`config.mk`:
```
export PLATFORM = sky130hd
export DESIGN_NAME = settle_timer
export DESIGN_NICKNAME = d
export VERILOG_FILES = /design/src/rtl/circuit1_vector_checker_settle_timer.sv
export SDC_FILE = /design/constraint.sdc
export NUM_CORES = 1
export LEC_CHECK = 0
export CORE_AREA = 2 2 39 41
export DETAILED_ROUTE_END_ITERATION = 12
export DIE_AREA = 0 0 41 43
export PLACE_DENSITY = 0.47
export SLEW_MARGIN = 20
export SYNTH_ARGS = -nofsm -noshare
export SYNTH_HDL_FRONTEND = slang
export SYNTH_SLANG_ARGS = --single-unit
```
`constraint.sdc`:
```
create_clock -name clk -period 2.9 [get_ports clk]
set_input_delay 0.725 -clock clk [delete_from_list [all_inputs] [get_ports clk]]
set_output_delay 0.725 -clock clk [all_outputs]
set_load 0.03 [all_outputs]
```
`src/rtl/circuit1_vector_checker_settle_timer.sv`:
```
// Loadable down-counter that stops at zero; times the per-vector settle.
module settle_timer #(
   parameter int CNT_W = 5
) (
   input  logic             clk,
   input  logic             rst,
   input  logic             i_load,
   input  logic [CNT_W-1:0] i_val,
   output logic             o_zero
);

   logic [CNT_W-1:0] r_cnt;

   assign o_zero = (r_cnt == '0);

   always_ff @(posedge clk) begin
      if (rst) begin
         r_cnt <= '0;
      end else if (i_load) begin
         r_cnt <= i_val;
      end else if (!o_zero) begin
         r_cnt <= r_cnt - 1'b1;
      end
   end

endmodule

```
======== Yosys cells after proc, flatten, opt, wreduce, memory -nomap -nowiden ========
Index checks and enable logic that the tools add are counted.
cells by class
  add/subtract/negate cells ............... 1
  equal/unequal tests ..................... 1
  muxes and demuxes ....................... 2
  reduce and logical (&&, ||, !) cells .... 1
operator list
  kind                 number
  $mux 5               2
  $logic_not 5->1      1
  $sub 5x1->5 const B  1
  $ne 2x2->1 const B   1
word-level totals
  flip-flop bits (word level) ............. 5
  input bits .............................. 8
  output and inout port bits .............. 1
  logic and storage cells ................. 6

======== Longest topological paths before layout ========
Gate-level depths: netlist of run 1.
  depth in word-level cells ............... 3
  depth in mapped cells ................... 5
  gate-level depth less buffers ........... 5

======== Worst setup path after synthesis of run 1 ========
Ideal clock, no wire load.
  path kind ............................... register to output
  start point ............................. register r_cnt[0]
  end point ............................... output port o_zero
  arrival ................................. 1072 ps
  slack ................................... 1103 ps
  cell stages (with the launch flop) ...... 4
  cell sequence ........................... dfxtp_1 -> inv_1 -> ha_1 -> nor4b_4
on the way
  cells in the longest elaborated chain, start to end .. 1
RTL lines
  item                    line  source
  from (decl)             12    logic [CNT_W-1:0] r_cnt;
  from (signal assigned)  20    r_cnt <= i_val;
  from (signal assigned)  22    r_cnt <= r_cnt - 1'b1;
  $logic_not 5->1         14    assign o_zero = (r_cnt == '0);
  to (decl)               9     output logic o_zero
No other way between the ends.

======== Worst setup path after layout of run 1 ========
Ends and elaborated chain as after synthesis.

==> results of run 1 <==
-- layer usage --
layer,up-vias,share of wire [%],track usage [%]
met4,0,0,8.000
met1,113,46,10.54
met2,5,47,14.37
met5,-,0,0
li1,143,-,-
met3,0,6.3,1.571
-- per-stage QoR --
stage / cells / power, mW
2_1_floorplan: 32 / 0.1292
5_1_grt: 60 / 0.2522
3_3_place_gp: 56 / 0.1538
4_1_cts: 60 / 0.2407
3_5_place_dp: 56 / 0.1538
6_report: 60 / 0.2337
-- how the worst max path moves through the flow --
stage,start,to,slack (ns),cells after the start
global placement,r_cnt[0]$_SDFFE_PP0P_,o_zero,0.52,4
CTS,r_cnt[0]$_SDFFE_PP0P_,o_zero,0.23,4
floorplan,r_cnt[0]$_SDFFE_PP0P_,o_zero,1.10,3
detailed placement,r_cnt[0]$_SDFFE_PP0P_,o_zero,0.50,4
finish,r_cnt[0]$_SDFFE_PP0P_,o_zero,0.27,4
global route,r_cnt[0]$_SDFFE_PP0P_,o_zero,0.15,4
-- where the power goes --
part           internal [mW]  leakage [nW]  switching [mW]
Sequential            0.0768        0.0415         0.00835
Combinational         0.0363         0.103          0.0303
Clock                 0.0521        0.0150          0.0298
-- cell usage in the layout, fill, tap and decap left out --
| master | instances |
|---|---|
| or4_1 | 1 |
| clkdlybuf4s50_1 | 8 |
| nand2b_1 | 1 |
| dfxtp_1 | 5 |
| o311ai_0 | 1 |
| inv_1 | 6 |
| nand2_1 | 3 |
| nor3_1 | 1 |
| nor2_1 | 1 |
| nor4b_4 | 1 |
| clkbuf_4 | 3 |
| a311o_1 | 1 |
| a311oi_1 | 1 |
| nand4_1 | 1 |
| or3_1 | 1 |
| and4_2 | 1 |
| ha_1 | 1 |
| xnor2_1 | 1 |
| a21oi_1 | 2 |
| clkbuf_1 | 1 |
| o211ai_1 | 2 |
| nor4_2 | 1 |
-- synthesized netlist by cell type (all sizes together) --
cell,count
nor3,1
nand2b,1
inv,6
nor4,1
a21oi,2
dfxtp,5
nand4,1
ha,1
o211ai,2
a311o,1
nor4b,1
nor2,1
xnor2,1
a311oi,1
or3,1
and4,1
o311ai,1
nand2,3
or4,1
-- layout make-up --
type	instances	area, sq um
multi-input cells	21	166.4
fillers	159	968.4
clock buffers	4	26.28
repair buffers	8	80.08
flip-flops and latches	5	100.1
inverters	6	22.52
well taps	16	20.02
-- worst min-delay path, delay by kind of cell (launching register included) --
family,cells,cell delay (ns)
AO/OA/AOI/OAI,1,0.07
flip-flops,1,0.32
AND/OR/NAND/NOR,1,0.07
-- cell families (layout without fill, tap and decap cells) --
group / after synthesis / after routing
and+or+nand+nor: 12 / 12
AOI/OAI and AO/OA: 7 / 7
buffers and inverters: 6 / 18
DFF: 5 / 5
adders and majority gates: 1 / 1
xor gates and xnor gates: 1 / 1
==> metrics.csv, run 1 <==
stage,metric,value,unit
status,status,completed,
sta,rsz0062_at_grt,no,
setup_path,required,2.17,ns
sta,worst_slew_pin_slew,0.3521,ns
die,die_x,41,um
worst_hold_path,hold_path.class,flop to flop,
cts,cts.sinks,5,
setup_path,cp_top_family,buffers and inverters,
setup_path,timing.rr.start,r_cnt[0]$_SDFFE_PP0P_,
finish,syn_to_final_growth,43.72,%
setup_path,reg2reg_slack,1.48,ns
finish,post-route-util,30.02,%
routing,ant_nets,0,
sta,period_needed,2.632,ns
routing,drtIter0Drc,9,
logic_synthesis,synth_compound_area_share,18.18,%
worst_hold_path,hp-start,r_cnt[0]$_SDFFE_PP0P_,
finish,final_area,415.4,sq um
global_route,overflow,0,
logic_synthesis,synth.top_cell.area_share,34.63,%
setup_path,critical_path_class,flop to primary output,
routing,routedWlPerCell,10.35,um
setup_path,worst_path_max_delay_cell,clkdlybuf4s50_1,
cts,cts_hold_buf,0,
cts,cts-root-buf,clkbuf_4,
setup_path,crit_arrival,1.91,ns
die,io_pins,9,
cts,postCtsSetupRepairBufs,0,
cts,cts_tree,built,
cts,ctsResizeCount,0,
sta,fin_crit_sh,90.76,%
setup_path,crit_path_end_kind,primary output,
cts,clk_latency,0.24,ns
power,power.density,562.5,nW/um^2
placement,dpl.hpwl,480.4,um
logic_synthesis,synth_cell_types,19,
placement,place_area,389.1,sq um
die,initial_core_util,20.89,%
sta,finalSetupViolCount,0,
logic_synthesis,synthMuxAreaShare,0,%
finish,fin_nets,54,
setup_path,crit_path_start_kind,flop,
routing,viasPerCell,4.350,
sta,max-slew-margin-rel,76.42,%
cts,clockBufferDepth,2,
finish,largest_reg_flops,5,
logic_synthesis,syn_area_per_cell,9.032,sq um
logic_synthesis,synth_seq_cells,5,
placement,preCtsSetupSlack,0.5001,ns
die,dieArea,1763,sq um
global_route,grt_use_total,9.419,%
sta,final.setup.tns,0,ns
setup_path,worst-path-buf-inv,2,
setup_path,worstReg2RegEnd,r_cnt[1]$_SDFFE_PP0P_,
logic_synthesis,yosys_warnings,0,
global_route,grt_max_degree,9,
setup_path,cp_slowest_stage_delay,0.74,ns
die,die_y,43,um
sta,whs,0.5180,ns
die,std_cell_rows,14,
global_route,antenna_found_initial,0,
setup_path,rr_worst_depth,5,
run,cap_violations,0,
logic_synthesis,netlist_area,289.0,sq um
worst_hold_path,holdPathEnd,r_cnt[0]$_SDFFE_PP0P_,
sta,slew_viol_final,0,
logic_synthesis,syn-num-nets,41,
cts,clkSlewWorstSetupHoldPaths,0.04,ns
power,ir_worst_vdd,0.1742,mV
finish,largestRegisters,r_cnt: 5 flops,
logic_synthesis,synth_top_family_by_area,simple AND/OR/NAND/NOR gates,
routing,drt-pass1-iter-count,2,
worst_hold_path,hold_depth,2,
sta,hold_viol,0,
global_route,grt_pass1_vias,284,
setup_path,cp_max_fo,6,
logic_synthesis,synthCells,32,
placement,place.gp.congestion,0.6682,
cts,cts_buffers,3,
logic_synthesis,synth_xor_area_share,3.030,%
cts,htree_levels,1,
logic_synthesis,synth.largest_area_cell,dfxtp_1,
logic_synthesis,yosys.area_share.simple,32.03,%
logic_synthesis,ys_top_cells_by_area,"dfxtp_1 (35%), nor4b_4 (8.2%), inv_1 (7.8%)",
routing,vias,261,
routing,totalWireLength,621,um
placement,numPortBuffers,8,
finish,drive_gt1_share,13.64,%
routing,drc,0,
finish,regMostFlops,r_cnt,
global_route,grt_first_pass_wirelength,1110,um
setup_path,crit_chain,"inv_1, ha_1, nor4b_4, clkdlybuf4s50_1",
sta,fin_skew,0.0005118,ns
power,leakage,0.1599,nW
die,core_area,1384,sq um
finish,antennaDiodeCount,0,
sta,fmax,0.3799,GHz
logic_synthesis,ys_seq_area_share,34.63,%
sta,post-route-worst-setup-slack,0.2679,ns
logic_synthesis,synthAdderAreaFrac,4.329,%
Note: power is estimated with default switching activity, not from simulation.
==> run 2: changes to the inputs <==
- CTS_CLUSTER_SIZE: default -> 12
==> results of run 2 <==
Same layout as run 1: the final DEF is identical, and so are final timing and power.
